File: config.mk
export PLATFORM = sky130hd
export DESIGN_NAME = mips32_prog_loader_flat
export DESIGN_NICKNAME = d
export VERILOG_FILES = /design/src/rtl/mips32_prog_loader_if.sv /design/src/rtl/mips32_prog_loader.sv /design/src/flat_wrapper.sv
export SDC_FILE = /design/constraint.sdc
export NUM_CORES = 1
export LEC_CHECK = 0
export ABC_AREA = 1
export CELL_PAD_IN_SITES_DETAIL_PLACEMENT = 2
export CELL_PAD_IN_SITES_GLOBAL_PLACEMENT = 2
export CORE_MARGIN = 2
export CORE_UTILIZATION = 35
export DETAILED_ROUTE_END_ITERATION = 10
export HOLD_SLACK_MARGIN = 0.1
export PLACE_DENSITY_LB_ADDON = 0.1
export SLEW_MARGIN = 10
export SYNTH_ARGS = -nofsm -noshare
export SYNTH_HDL_FRONTEND = slang
export SYNTH_SLANG_ARGS = --single-unit
File: constraint.sdc
create_clock -name clk1 -period 3.9 [get_ports clk1]
set_input_delay 0.39 -clock clk1 [delete_from_list [all_inputs] [get_ports clk1]]
set_output_delay 0.39 -clock clk1 [all_outputs]
set_load 0.02 [all_outputs]
File: src/rtl/mips32_prog_loader_if.sv
// Byte-stream input and instruction-memory write port of the program loader.
// The loader takes the slave side; the host/memory environment takes master.
interface mips32_prog_loader_if #(
   parameter int ADDR_W = 10
);
   logic [7:0]        in_data;
   logic              in_valid;
   logic              in_ready;
   logic              mem_we;
   logic [ADDR_W-1:0] mem_addr;
   logic [31:0]       mem_wdata;

   modport master (
      output in_data,
      output in_valid,
      input  in_ready,
      input  mem_we,
      input  mem_addr,
      input  mem_wdata
   );

   modport slave (
      input  in_data,
      input  in_valid,
      output in_ready,
      output mem_we,
      output mem_addr,
      output mem_wdata
   );
endinterface

File: src/rtl/mips32_prog_loader.sv
// Boot loader: receives length header, big-endian instruction words and an XOR
// checksum, writes the words from address 0 and holds the core until verified.
//
// state  | meaning
// -------+-----------------------------------------------------------
// IDLE   | after reset, waiting for start, core held
// LEN_HI | waiting for length byte [15:8]
// LEN_LO | waiting for length byte [7:0], length range checked here
// DATA   | assembling words; one memory write per completed word
// CSUM   | waiting for checksum byte
// DONE   | image verified, core released
// ERR    | bad length or checksum, core held, err sticky
module mips32_prog_loader #(
   parameter int ADDR_W = 10,
   parameter int DEPTH  = 1024
) (
   input  logic                 clk1,
   input  logic                 rst_n,
   input  logic                 start,
   mips32_prog_loader_if.slave  bus,
   output logic                 core_hold,
   output logic                 done,
   output logic [1:0]           err,
   output logic [ADDR_W:0]      words_loaded
);

   typedef enum logic [2:0] {
      S_IDLE,
      S_LEN_HI,
      S_LEN_LO,
      S_DATA,
      S_CSUM,
      S_DONE,
      S_ERR
   } state_t;

   localparam logic [15:0] DEPTH16  = 16'(DEPTH);
   localparam logic [1:0]  ERR_NONE = 2'b00;
   localparam logic [1:0]  ERR_LEN  = 2'b01;
   localparam logic [1:0]  ERR_CSUM = 2'b10;

   state_t            state_q, state_d;
   logic [7:0]        len_hi_q;
   logic [ADDR_W:0]   length_q;
   logic [7:0]        csum_q;
   logic [1:0]        byte_idx_q;
   logic [23:0]       word_q;
   logic              mem_we_q;
   logic [ADDR_W-1:0] mem_addr_q;
   logic [31:0]       mem_wdata_q;

   logic              ready;
   logic              take;
   logic              start_ok;
   logic              len_bad;
   logic              word_done;
   logic              csum_ok;
   logic [15:0]       len_new;

   always_ff @(posedge clk1 or negedge rst_n) begin
      if (!rst_n) begin
         state_q <= S_IDLE;
      end else begin
         state_q <= state_d;
      end
   end

   always_comb begin
      state_d   = state_q;
      ready     = 1'b0;
      take      = 1'b0;
      start_ok  = 1'b0;
      len_bad   = 1'b0;
      word_done = 1'b0;
      csum_ok   = 1'b0;
      len_new   = {len_hi_q, bus.in_data};

      unique case (state_q)
         S_LEN_HI, S_LEN_LO, S_CSUM: ready = 1'b1;
         // a completed word blocks the stream for its write cycle
         S_DATA:                     ready = !mem_we_q;
         default:                    ready = 1'b0;
      endcase

      take    = bus.in_valid && ready;
      len_bad = (len_new == 16'd0) || (len_new > DEPTH16);
      csum_ok = (csum_q == bus.in_data);

      unique case (state_q)
         S_IDLE, S_DONE, S_ERR: begin
            if (start) begin
               start_ok = 1'b1;
               state_d  = S_LEN_HI;
            end
         end
         S_LEN_HI: begin
            if (take) state_d = S_LEN_LO;
         end
         S_LEN_LO: begin
            if (take) state_d = len_bad ? S_ERR : S_DATA;
         end
         S_DATA: begin
            word_done = take && (byte_idx_q == 2'd3);
            if (mem_we_q && (words_loaded == length_q)) state_d = S_CSUM;
         end
         S_CSUM: begin
            if (take) state_d = csum_ok ? S_DONE : S_ERR;
         end
         default: state_d = S_IDLE;
      endcase
   end

   always_ff @(posedge clk1 or negedge rst_n) begin
      if (!rst_n) begin
         len_hi_q     <= '0;
         length_q     <= '0;
         csum_q       <= '0;
         byte_idx_q   <= '0;
         word_q       <= '0;
         mem_we_q     <= 1'b0;
         mem_addr_q   <= '0;
         mem_wdata_q  <= '0;
         core_hold    <= 1'b1;
         done         <= 1'b0;
         err          <= ERR_NONE;
         words_loaded <= '0;
      end else begin
         done     <= 1'b0;
         mem_we_q <= 1'b0;

         if (start_ok) begin
            core_hold    <= 1'b1;
            err          <= ERR_NONE;
            words_loaded <= '0;
            csum_q       <= '0;
            byte_idx_q   <= '0;
         end

         if (take) begin
            unique case (state_q)
               S_LEN_HI: len_hi_q <= bus.in_data;
               S_LEN_LO: begin
                  length_q <= len_new[ADDR_W:0];
                  if (len_bad) err <= ERR_LEN;
               end
               S_DATA: begin
                  csum_q     <= csum_q ^ bus.in_data;
                  word_q     <= {word_q[15:0], bus.in_data};
                  byte_idx_q <= byte_idx_q + 2'd1;
               end
               S_CSUM: begin
                  if (csum_ok) begin
                     done      <= 1'b1;
                     core_hold <= 1'b0;
                  end else begin
                     err <= ERR_CSUM;
                  end
               end
               default: ;
            endcase
         end

         // address is the pre-increment count, so the last legal word lands at DEPTH-1
         if (word_done) begin
            mem_we_q     <= 1'b1;
            mem_addr_q   <= words_loaded[ADDR_W-1:0];
            mem_wdata_q  <= {word_q, bus.in_data};
            words_loaded <= words_loaded + 1'b1;
         end
      end
   end

   assign bus.in_ready  = ready;
   assign bus.mem_we    = mem_we_q;
   assign bus.mem_addr  = mem_addr_q;
   assign bus.mem_wdata = mem_wdata_q;

endmodule
File: src/flat_wrapper.sv
// flat-port wrapper written by rule: the top's interface ports become plain ports
module mips32_prog_loader_flat 
#(
   parameter int ADDR_W = 10,
   parameter int DEPTH  = 1024
)
  (clk1, rst_n, start, core_hold, done, err, words_loaded, bus_in_data, bus_in_valid, bus_in_ready, bus_mem_we, bus_mem_addr, bus_mem_wdata);
  mips32_prog_loader_if #(.ADDR_W(ADDR_W)) bus_i ();
  input  logic clk1;
  input  logic rst_n;
  input  logic start;
  output logic core_hold;
  output logic done;
  output logic [1:0] err;
  output logic [ADDR_W:0] words_loaded;
  input wire logic [$bits(bus_i.in_data)-1:0] bus_in_data;
  input wire logic [$bits(bus_i.in_valid)-1:0] bus_in_valid;
  output wire logic [$bits(bus_i.in_ready)-1:0] bus_in_ready;
  output wire logic [$bits(bus_i.mem_we)-1:0] bus_mem_we;
  output wire logic [$bits(bus_i.mem_addr)-1:0] bus_mem_addr;
  output wire logic [$bits(bus_i.mem_wdata)-1:0] bus_mem_wdata;
  assign bus_i.in_data = bus_in_data;
  assign bus_i.in_valid = bus_in_valid;
  assign bus_in_ready = bus_i.in_ready;
  assign bus_mem_we = bus_i.mem_we;
  assign bus_mem_addr = bus_i.mem_addr;
  assign bus_mem_wdata = bus_i.mem_wdata;
  mips32_prog_loader #(.ADDR_W(ADDR_W), .DEPTH(DEPTH)) u_core (.clk1(clk1), .rst_n(rst_n), .start(start), .bus(bus_i), .core_hold(core_hold), .done(done), .err(err), .words_loaded(words_loaded));
endmodule
==> key figures <==
Outcome
  – Status: finished clean

Cells and area
  – Fraction of layout cells with a size suffix above 1: 0.08593
  – Filler cell count: 1,538
  – Layout Nets: 677
  – Register Area: 2854 µm²
  – Area of the multi-input gates: 1818 µm²
  – Antenna fix cells: 0
  – Layout area overhead: 30.04%

Worst setup path
  – WS Path Type: register to primary output
  – Crit-path cells: nor2_1, nor2_1, nand2_1, nand2_1, nor2_2, inv_1, clkdlybuf4s50_1
  – Req. time, crit path: 3510 ps
  – Largest stage delay, worst path: 530 ps
  – Slowest stage cell on the critical path: clkdlybuf4s50_1
  – Critical Path AT: 2010 ps
  – CP Max Fanout: 6
  – Flop-to-flop setup slack: 1910 ps
  – Startpoint Class: register
  – Crit end category: primary output

Global route
  – Layer with the highest usage: met2
  – Met1 GRT Util: 0.2873
  – GRT Residual Overflow: 0
  – GR Util met3: 0.04059
  – Initial antenna violation count: 0
  – First-pass GRT wire length: 24.91 mm
  – Vias in the first global route: 4,688
  – Met2 Use GR: 0.3602
  – Total GRT Usage: 0.2174
  – Largest net degree at the start of global routing: 57

Clock tree
  – Post-CTS Setup Repair Bufs: 0
  – Clock sink count: 114
  – Maximum clock path buffer count: 2
  – Clock transition at path regs: 50 ps
  – Cts bufs inserted: 17
  – CTS tree: done
  – Clk Latency, worst-skew pair: 410 ps
  – CTS root buf: clkbuf_16
  – H-tree depth: 4

Routing
  – Drt via density: 4.978
  – Vias: 4,256
  – DR iter-0 viols: 182
  – Residual DRC count: 0
  – WL/cell: 17.53 µm
  – Post-Route WL: 14.99 mm
  – Final ANT Viol Nets: 0
  – Router iterations before antenna repair: 4

Floorplanning
  – Starting Density: 0.3586
  – Chip width: 123.3 µm
  – IO Pins: 71
  – Die area: 15,190 µm²
  – Core ar.: 13,880 µm²
  – Die height: 123.3 µm
  – Number of core rows: 43

Synthesis
  – Synthesized area: 4977 µm²
  – Ys flop type: dfrtp_1
  – #FFs+latches synth: 114
  – Syn_area_per_cell: 8.479 µm²
  – Number of synthesized flops with an enable pin: 0
  – Post-synthesis async set-or-reset flop share: 1.000
  – Syn Nets: 601
  – Yosys Warn Count: 0
  – Sequential fraction of the synthesis area: 0.5734
  – Gate Count Post-Synth: 587
  – Post-synthesis cell type count: 33

STA
  – Final setup violation count: 0
  – Peak Freq: 416.2 MHz
  – Final hold viol count: 0
  – Worst Tran Pin Value: 726.4 ps
  – Max Transition Viols Final: 0
  – Max-slew headroom: 0.5157
  – Fin crit share: 0.6160
  – Post-route setup TNS: 0 ps
  – Final Critical Period: 2402 ps
  – Fin Clk Skew: 5.787 ps
  – RSZ-0062 raised after global routing: no

Job
  – # Max-Cap Violations: 0

Min path
  – Worst Hold Class: register to register

Place
  – Port Buf Inserts: 70
  – Detailed Place HPWL: 10.12 mm
  – Placer Congestion: 0.7882

Pwr
  – Pleak: 3.187 nW
  – Power Total: 4.238 mW
  – Worst VDD drop: 0.2921 mV
  – Pwr/cell area: 654.8 nW/µm²
## through the flow
| step | instance area, µm² | hold WS [ps] | cells | setup slack (ps) | utilization |
|---|---|---|---|---|---|
| after CTS | 6472 | 473.8 | 855 | 1469 | 0.4663 |
| after global placement | 5836 | 457.2 | 823 | 1728 | 0.4204 |
| after floorplan | 4977 | 94.41 | 587 | 2366 | - |
| final | 6472 | 466.0 | 855 | 1498 | 0.4663 |
| after detailed placement | 5836 | 460.6 | 823 | 1620 | 0.4204 |
| after global routing | 6472 | 489.8 | 855 | 1348 | 0.4663 |
## final cells by class
class	count	share of cell area
Clock inverter	10	0.02416
Multi-Input combinational cell	400	0.2809
Timing Repair Buffer	76	0.1152
Clock buffer	21	0.07269
Sequential cell	114	0.4409
Inverter	54	0.03132
Tap cell	180	0.03480
## kinds of logic after synthesis
logic type,Yosys count,synth area share
adders and majority gates,2,0.005027
and+or+nand+nor,313,0.2574
AOI/OAI and AO/OA,74,0.08346
DFF,114,0.5734
buffers and inverters,73,0.06134
xor gates and xnor gates,11,0.01936
## synthesized netlist by cell type (3+ instances only)
cell type | instances | area [µm²]
o21ai_0 | 38 | 190.2
dfrtp_1 | 113 | 2828
buf_2 | 10 | 50.05
o22ai_1 | 4 | 25.02
nand4_1 | 3 | 18.77
nor3_1 | 3 | 15.01
nand3_1 | 31 | 155.2
o21ai_1 | 19 | 95.09
inv_1 | 50 | 187.7
clkbuf_1 | 5 | 18.77
xnor2_1 | 9 | 78.83
o21ai_2 | 6 | 52.55
a21oi_2 | 3 | 26.28
nor2_1 | 29 | 108.9
nor2_2 | 3 | 18.77
inv_2 | 3 | 11.26
nand2_1 | 238 | 893.4
## cells in the final DEF, fill, tap and decap left out, drive strengths merged, types with 3 or more instances in the layout
cell and count:
buf 6, nor2 34, o21ai 63, nor3 3
nand2 240, inv 53, clkbuf 21, nand4 4
xnor2 9, clkinv 6, clkdlybuf4s50 69, nand3 32
a21oi 4, dfrtp 113, o22ai 4, bufinv 4
## report_power, final
group          leakage, nW  internal [mW]  switching (mW)  total, mW
clock network        0.309           1.11           0.536       1.65
registers             1.52           1.44           0.212       1.65
logic                 1.35          0.331           0.613      0.943
## registers in the layout (all words and copies together), names as in the netlist, 3 cells and up
signal / flops
u_core.state_q: 3
u_core.words_loaded: 11
u_core.length_q: 11
u_core.csum_q: 8
u_core.bus.mem_wdata: 32
u_core.len_hi_q: 8
u_core.bus.mem_addr: 10
u_core.word_q: 24
## per-layer routing
layer,vias up,share of wire
met2,80,0.50
met3,22,0.030
li1,1996,-
met5,-,0
met1,2158,0.45
met4,0,0.016
## final timing paths
| kind | from | endpoint | depth (start not counted) |
|---|---|---|---|
| min | u_core.bus.mem_wdata[30] | u_core.bus.mem_wdata[30] | 2 |
| min in group asynchronous | rst_n | u_core.words_loaded[6] | 2 |
| max reg2reg | u_core.state_q[0] | u_core.word_q[15] | 7 |
| max | u_core.state_q[0] | bus_in_ready | 7 |
| min reg2reg | u_core.bus.mem_wdata[30] | u_core.bus.mem_wdata[30] | 2 |
| max in group asynchronous | rst_n | u_core.core_hold | 3 |
## worst max-delay path, delay by kind of cell (launching register included)
family | cells | cell delay (ps)
DFF | 1 | 440
and+or+nand+nor | 5 | 580
buffers and inverters | 2 | 590
## what timing repair did
item | 4_1_cts | 5_1_grt
endpoints found under the hold margin | 54 | 0
hold buffers | 1 | 0
resized for setup | 0 | 0
setup endpoints to repair | 0 | 0
No activity file was read; power rests on OpenSTA's default activity.
